## config.mk

```make
export PLATFORM = sky130hd
export DESIGN_NAME = cnt_event_monitor_flat
export DESIGN_NICKNAME = d
export VERILOG_FILES = /design/src/rtl/cnt_event_monitor_if.sv /design/src/rtl/cnt_event_monitor.sv /design/src/flat_wrapper.sv
export SDC_FILE = /design/constraint.sdc
export NUM_CORES = 1
export LEC_CHECK = 0
export BUFFER_PORTS_ARGS = -buffer_cell sky130_fd_sc_hd__buf_2
export CORE_MARGIN = 1
export CORE_UTILIZATION = 59
export CTS_BUF_LIST = sky130_fd_sc_hd__clkbuf_16
export CTS_CLUSTER_DIAMETER = 200
export CTS_CLUSTER_SIZE = 40
export DETAILED_ROUTE_END_ITERATION = 12
export HOLD_SLACK_MARGIN = 0.08
export PLACE_DENSITY = 0.79
export SLEW_MARGIN = 20
export SYNTH_ARGS = -nofsm -noshare
export SYNTH_HDL_FRONTEND = slang
export SYNTH_SLANG_ARGS = --single-unit
```

## constraint.sdc

```tcl
create_clock -name clk -period 4.3 [get_ports clk]
set_input_delay 0.645 -clock clk [delete_from_list [all_inputs] [get_ports clk]]
set_output_delay 0.645 -clock clk [all_outputs]
set_load 0.01 [all_outputs]
```

## src/rtl/cnt_event_monitor_if.sv

```systemverilog
// Event-record stream between the counter monitor and its consumer.
// master = counter/consumer side (testbench or system), slave = cnt_event_monitor.
interface cnt_event_monitor_if #(
  parameter int WIDTH = 8
);
  logic [WIDTH-1:0] cnt_in;
  logic [WIDTH-1:0] cmp_val;
  logic             cmp_we;
  // Handshake: a record transfers on a rising edge where evt_valid && evt_ready.
  // evt_data is held stable while evt_valid=1 and evt_ready=0, and evt_valid
  // never depends combinationally on evt_ready.
  logic             evt_valid;
  logic             evt_ready;
  logic [WIDTH+2:0] evt_data;
  logic             overflow;

  modport master (
    output cnt_in, cmp_val, cmp_we, evt_ready,
    input  evt_valid, evt_data, overflow
  );

  modport slave (
    input  cnt_in, cmp_val, cmp_we, evt_ready,
    output evt_valid, evt_data, overflow
  );
endinterface

```

## src/rtl/cnt_event_monitor.sv

```systemverilog
// Watches a counter output, classifies each transition (match/wrap/jump) and
// queues one record per event in a show-ahead FIFO drained by valid/ready.
module cnt_event_monitor #(
  parameter int WIDTH = 8,
  parameter int DEPTH = 4
) (
  input logic              clk,
  input logic              rst,
  cnt_event_monitor_if.slave bus
);
  localparam int AW = $clog2(DEPTH);
  localparam int RW = WIDTH + 3;

  typedef logic [AW:0]   occ_t;
  typedef logic [AW-1:0] ptr_t;
  typedef logic [RW-1:0] rec_t;

  localparam occ_t FULL_OCC = occ_t'(DEPTH);

  localparam logic [1:0] KIND_STEP = 2'b00;
  localparam logic [1:0] KIND_WRAP = 2'b01;
  localparam logic [1:0] KIND_JUMP = 2'b10;

  logic [WIDTH-1:0] cmp_reg;
  logic [WIDTH-1:0] prev;
  logic [WIDTH-1:0] prev_inc;
  logic             prev_ok;

  rec_t mem [DEPTH];
  ptr_t rd_ptr, wr_ptr, rd_ptr_nx;
  occ_t occ, occ_nx;

  logic evt_valid_r;
  rec_t evt_data_r;
  logic overflow_r;

  logic [1:0] kind;
  logic       match;
  logic       rec_gen;
  rec_t       rec;
  rec_t       head_nx;
  logic       full, push, pop, drop;

  assign prev_inc = prev + WIDTH'(1);

  always_comb begin
    kind  = KIND_STEP;
    match = 1'b0;
    if (prev_ok) begin
      if (bus.cnt_in == prev) begin
        kind = KIND_STEP;
      end else if (bus.cnt_in == prev_inc) begin
        kind = (&prev) ? KIND_WRAP : KIND_STEP;
      end else begin
        kind = KIND_JUMP;
      end
      // Entry-only match: a held count sitting on cmp_reg does not re-fire.
      match = (bus.cnt_in == cmp_reg) && (bus.cnt_in != prev);
    end
  end

  assign rec_gen = match || (kind != KIND_STEP);
  assign rec     = {match, kind, bus.cnt_in};

  assign full = (occ == FULL_OCC);
  assign pop  = evt_valid_r && bus.evt_ready;
  assign push = rec_gen && (!full || pop);
  assign drop = rec_gen && full && !pop;

  assign rd_ptr_nx = pop ? rd_ptr + ptr_t'(1) : rd_ptr;

  always_comb begin
    occ_nx = occ;
    case ({push, pop})
      2'b10:   occ_nx = occ + occ_t'(1);
      2'b01:   occ_nx = occ - occ_t'(1);
      default: occ_nx = occ;
    endcase
  end

  // The next head is the incoming record when it lands exactly in the slot
  // the read pointer moves to (empty FIFO, or draining the last entry).
  assign head_nx = (push && (rd_ptr_nx == wr_ptr)) ? rec : mem[rd_ptr_nx];

  always_ff @(posedge clk) begin
    if (!rst && push) begin
      mem[wr_ptr] <= rec;
    end
  end

  always_ff @(posedge clk) begin
    if (rst) begin
      cmp_reg     <= '0;
      prev        <= '0;
      prev_ok     <= 1'b0;
      rd_ptr      <= '0;
      wr_ptr      <= '0;
      occ         <= '0;
      evt_valid_r <= 1'b0;
      evt_data_r  <= '0;
      overflow_r  <= 1'b0;
    end else begin
      prev    <= bus.cnt_in;
      prev_ok <= 1'b1;
      if (bus.cmp_we) begin
        cmp_reg <= bus.cmp_val;
      end
      if (push) begin
        wr_ptr <= wr_ptr + ptr_t'(1);
      end
      rd_ptr      <= rd_ptr_nx;
      occ         <= occ_nx;
      evt_valid_r <= (occ_nx != '0);
      if (occ_nx != '0) begin
        evt_data_r <= head_nx;
      end
      if (drop) begin
        overflow_r <= 1'b1;
      end
    end
  end

  assign bus.evt_valid = evt_valid_r;
  assign bus.evt_data  = evt_data_r;
  assign bus.overflow  = overflow_r;
endmodule

```

## src/flat_wrapper.sv

```systemverilog
// flat-port wrapper written by rule: the top's interface ports become plain ports
module cnt_event_monitor_flat 
#(
  parameter int WIDTH = 8,
  parameter int DEPTH = 4
)
  (clk, rst, bus_cnt_in, bus_cmp_val, bus_cmp_we, bus_evt_ready, bus_evt_valid, bus_evt_data, bus_overflow);
  cnt_event_monitor_if #(.WIDTH(WIDTH)) bus_i ();
  input logic clk;
  input logic rst;
  input wire logic [$bits(bus_i.cnt_in)-1:0] bus_cnt_in;
  input wire logic [$bits(bus_i.cmp_val)-1:0] bus_cmp_val;
  input wire logic [$bits(bus_i.cmp_we)-1:0] bus_cmp_we;
  input wire logic [$bits(bus_i.evt_ready)-1:0] bus_evt_ready;
  output wire logic [$bits(bus_i.evt_valid)-1:0] bus_evt_valid;
  output wire logic [$bits(bus_i.evt_data)-1:0] bus_evt_data;
  output wire logic [$bits(bus_i.overflow)-1:0] bus_overflow;
  assign bus_i.cnt_in = bus_cnt_in;
  assign bus_i.cmp_val = bus_cmp_val;
  assign bus_i.cmp_we = bus_cmp_we;
  assign bus_i.evt_ready = bus_evt_ready;
  assign bus_evt_valid = bus_i.evt_valid;
  assign bus_evt_data = bus_i.evt_data;
  assign bus_overflow = bus_i.overflow;
  cnt_event_monitor #(.WIDTH(WIDTH), .DEPTH(DEPTH)) u_core (.clk(clk), .rst(rst), .bus(bus_i));
endmodule
```

==> run_results.csv <==
group,metric,value,unit
clocking,clockBufferDepth,2,
sta,slew_headroom,24.3,%
worst_setup_path,crit_slowest_cell,"mux2i_2",
clocking,cts_hold_buf,0,
global_routing,overflow,0,
layout,largest_reg_flops,44,
sta,final_hold_viol_count,0,
worst_setup_path,required,4530,ps
worst_hold_path,hold_depth,2,
layout,antenna_cells,0,
drt,wl,7000,um
global_routing,grt_max_degree,29,
drt,num_vias,2290,
die,pin_count,33,
synthesis,synthCells,275,
placed_design,io_buffer_count,32,
power_and_ir_drop,netSwitchingFraction,31.0,%
drt,drc,0,
placed_design,hpwlAfterDp,4710,um
worst_setup_path,cpPeakStageDelay,850,ps
worst_setup_path,rrSetupSlack,460,ps
worst_hold_path,min_to,"u_core.bus.overflow",
sta,skew,7.97,ps
synthesis,synth_fa_ha_area_share,2.29,%
drt,wire_per_inst,18.0,um
synthesis,seq_area_frac_synth,57.3,%
sta,rsz0062_at_grt,"false",
power_and_ir_drop,p_per_area,580,nW/um^2
clocking,htreeDepth,3,
die,die_area,6420,sq um
power_and_ir_drop,ir_drop,0.450,mV
drt,ant_nets,0,
power_and_ir_drop,clkPwrFrac,30.5,%
clocking,cts_resized,0,
worst_setup_path,worstReg2RegEnd,"u_core.bus.evt_data[9]",
clocking,cts_tree,"done",
sta,setup_violations,0,
worst_hold_path,hp-start,"u_core.bus.overflow",
synthesis,synth_top_family_by_area,"multiplexers",
clocking,clock-root-buffer,"clkbuf_16",
clocking,worstSkewPairLatency,340,ps
clocking,cts.sink_count,81,
worst_setup_path,reg2regPathDepth,12,
global_routing,grt_pass1_vias,2277,
synthesis,yosysUniqueCellTypes,43,
clocking,cts_inserted_buffers,9,
synthesis,ys.warnings.count,0,
flow_run,cap_violations,0,
synthesis,synth_edf_count,44,
synthesis,syn_avg_cell_area,13.1,sq um
power_and_ir_drop,p_comb_share,28.9,%
worst_setup_path,r2r_start,"u_core.prev[0]",
layout,area_delta_synth_final,14.6,%
sta,drv_slew,0,
synthesis,synth.mux.area_fraction,13.9,%
sta,worstMarginPinSlew,1110,ps
global_routing,grt_pass1_wl,11000,um
die,die_w,80.1,um
worst_setup_path,crit_path_end_kind,"flop",
sta,fmax,261,MHz
synthesis,synth_compound_area_share,8.13,%
worst_setup_path,worstPathArrival,4070,ps
worst_setup_path,cp_max_fo,23,
clocking,path_clk_slew,60,ps
drt,dr.pass1.iters,4,
synthesis,yosys.area_share.simple,9.24,%
layout,layout-drive-gt1-share,22.3,%
power_and_ir_drop,p_seq_share,40.5,%
clocking,cts_setup_buffers,0,
die,num_rows,28,
global_routing,antenna_found_initial,0,
synthesis,yosys.area_share.xor_xnor,6.57,%
synthesis,synth_seq_cells,81,
sta,post-route-min-period,3840,ps
worst_setup_path,crit_chain,"ha_1, inv_1, or4b_1, a21oi_1, o22ai_1, o31a_1, nor2_1, fa_1, nor2b_1, mux2i_2, o21ai_0, o311a_1",
worst_setup_path,setup.worst_path.start_class,"flop",
drt,first_iter_violations,180,
outcome,status,"finished clean",
synthesis,synth_ff_type,"edfxtp_1",
synthesis,syn_nets,301,
layout,finish.utilization,69.7,%
worst_hold_path,hold_path_class,"reg -> reg",
power_and_ir_drop,cellLeakagePower,1.58,nW
layout,top_register,"u_core.mem",
drt,vias_per_cell,5.89,
placed_design,finalWeightedCongestion,0.975,
die,core,5920,sq um
sta,timing.setup.tns,0,ps
die,die_y,80.1,um
sta,period_share,89.3,%
power_and_ir_drop,p_int,1.65,mW
power_and_ir_drop,p_sw,0.743,mW
die,start_util,60.8,%
global_routing,grt_usage,23.9,%
worst_setup_path,crit_type,"reg -> reg",
layout,nets,335,
synthesis,synth_area,3600,sq um
synthesis,async_flop_share,0,%
-- worst max-delay path: cells and delay by family (launching register included) --
| family | cells | cell delay [ps] |
|---|---|---|
| mux | 1 | 850 |
| fa+ha+maj | 2 | 530 |
| buf+inv | 1 | 60 |
| compound gates | 5 | 1060 |
| flops | 1 | 460 |
| simple gates | 3 | 740 |
-- per-layer routing --
metal / share of wire, % / GRT usage (%) / routed length [um] / vias up
met3: 6.9 / 4.09 / 480 / 21
li1: - / - / - / 1091
met5: 0 / 0 / 0 / -
met1: 42 / 29.3 / 2940 / 1098
met2: 48 / 39.7 / 3380 / 80
met4: 2.7 / 14.3 / 191 / 0
-- worst max path at each step --
stage                   startpoint                      end  slack (ps)  cells after the start
floorplan            bus_cnt_in[6]   u_core.bus.evt_data[0]         800                     13
global placement     bus_cnt_in[6]  u_core.bus.evt_data[10]         500                     12
detailed placement   bus_cnt_in[6]   u_core.bus.evt_data[0]         310                     12
CTS                 u_core.prev[0]   u_core.bus.evt_data[0]         560                     12
global route        u_core.prev[0]   u_core.bus.evt_data[0]         230                     12
finish              u_core.prev[0]   u_core.bus.evt_data[9]         460                     12
-- cell usage after synthesis, types with 2 or more instances --
master    count  share of area (%)
xnor2_1      14                3.4
edfxtp_1     44                 37
buf_6         2               0.63
o21ai_0       8                1.1
o21ai_1       7               0.97
clkbuf_1     11                1.1
o311a_1      11                3.1
and3_1        2               0.35
a21oi_1       3               0.42
nand4_1       3               0.52
nand2_1       6               0.63
nand2b_1      2               0.35
o22ai_1       2               0.35
mux2i_1      23                6.4
nor2_1       28                2.9
nor4_1        3               0.52
nor2b_1       7                1.2
and2_1        4               0.69
ha_1          5                1.7
xor2_1       13                3.2
nand3_1       2               0.28
dfxtp_1      37                 21
mux4_2       11                6.9
inv_1         8               0.83
-- through the flow --
step / total power [mW] / worst slack, ps / cell area, sq um / std cells / hold slack [ps]
after floorplan: 1.51 / 799 / 3600 / 275 / 481
after global placement: 1.65 / 505 / 3840 / 373 / 485
after detailed placement: 1.68 / 308 / 3840 / 373 / 479
after CTS: 2.41 / 560 / 4130 / 389 / 506
after global routing: 2.51 / 229 / 4130 / 389 / 530
final: 2.39 / 462 / 4130 / 389 / 500
-- power groups by stage --
stage / combinational, mW / sequential (mW) / clock (mW)
floorplan: 0.511 / 0.999 / 0
global placement: 0.666 / 0.983 / 0
detailed placement: 0.691 / 0.988 / 0
CTS: 0.697 / 0.971 / 0.741
global route: 0.756 / 0.982 / 0.773
finish: 0.693 / 0.971 / 0.731
-- cells by family (layout without fill, tap and decap cells) --
logic type / count (synthesis) / in the layout
fa+ha+maj: 6 / 6
simple gates: 65 / 65
flops: 81 / 81
xor+xnor: 27 / 27
compound gates: 40 / 40
buf+inv: 21 / 60
mux: 35 / 35
-- placed cells by master (no fill, tap or decap), types with 2 or more instances in the layout --
master and count:
xnor2_1 13, nand2_1 6, ha_1 5, nor4_1 2
and3_1 2, and2_1 4, a21oi_1 3, mux2i_1 22
nand3_1 2, o22ai_1 2, mux4_2 11, inv_4 2
nand2b_1 2, inv_1 9, clkbuf_16 10, o21ai_0 8
o311a_1 11, edfxtp_1 44, buf_4 4, dfxtp_1 37
o21ai_1 7, nor2b_1 7, buf_2 32, nor2_1 28
xor2_1 13, nand4_1 3
-- layout make-up --
| class | count | area, sq um |
|---|---|---|
| flip-flops and latches | 81 | 2060 |
| fillers | 414 | 1790 |
| multi-input cells | 173 | 1460 |
| clock buffers | 10 | 250 |
| repair buffers | 36 | 190 |
| well taps | 75 | 93.8 |
| clock inverters | 6 | 38.8 |
| inverters | 8 | 30.0 |
Note: power is estimated with default switching activity, not from simulation.
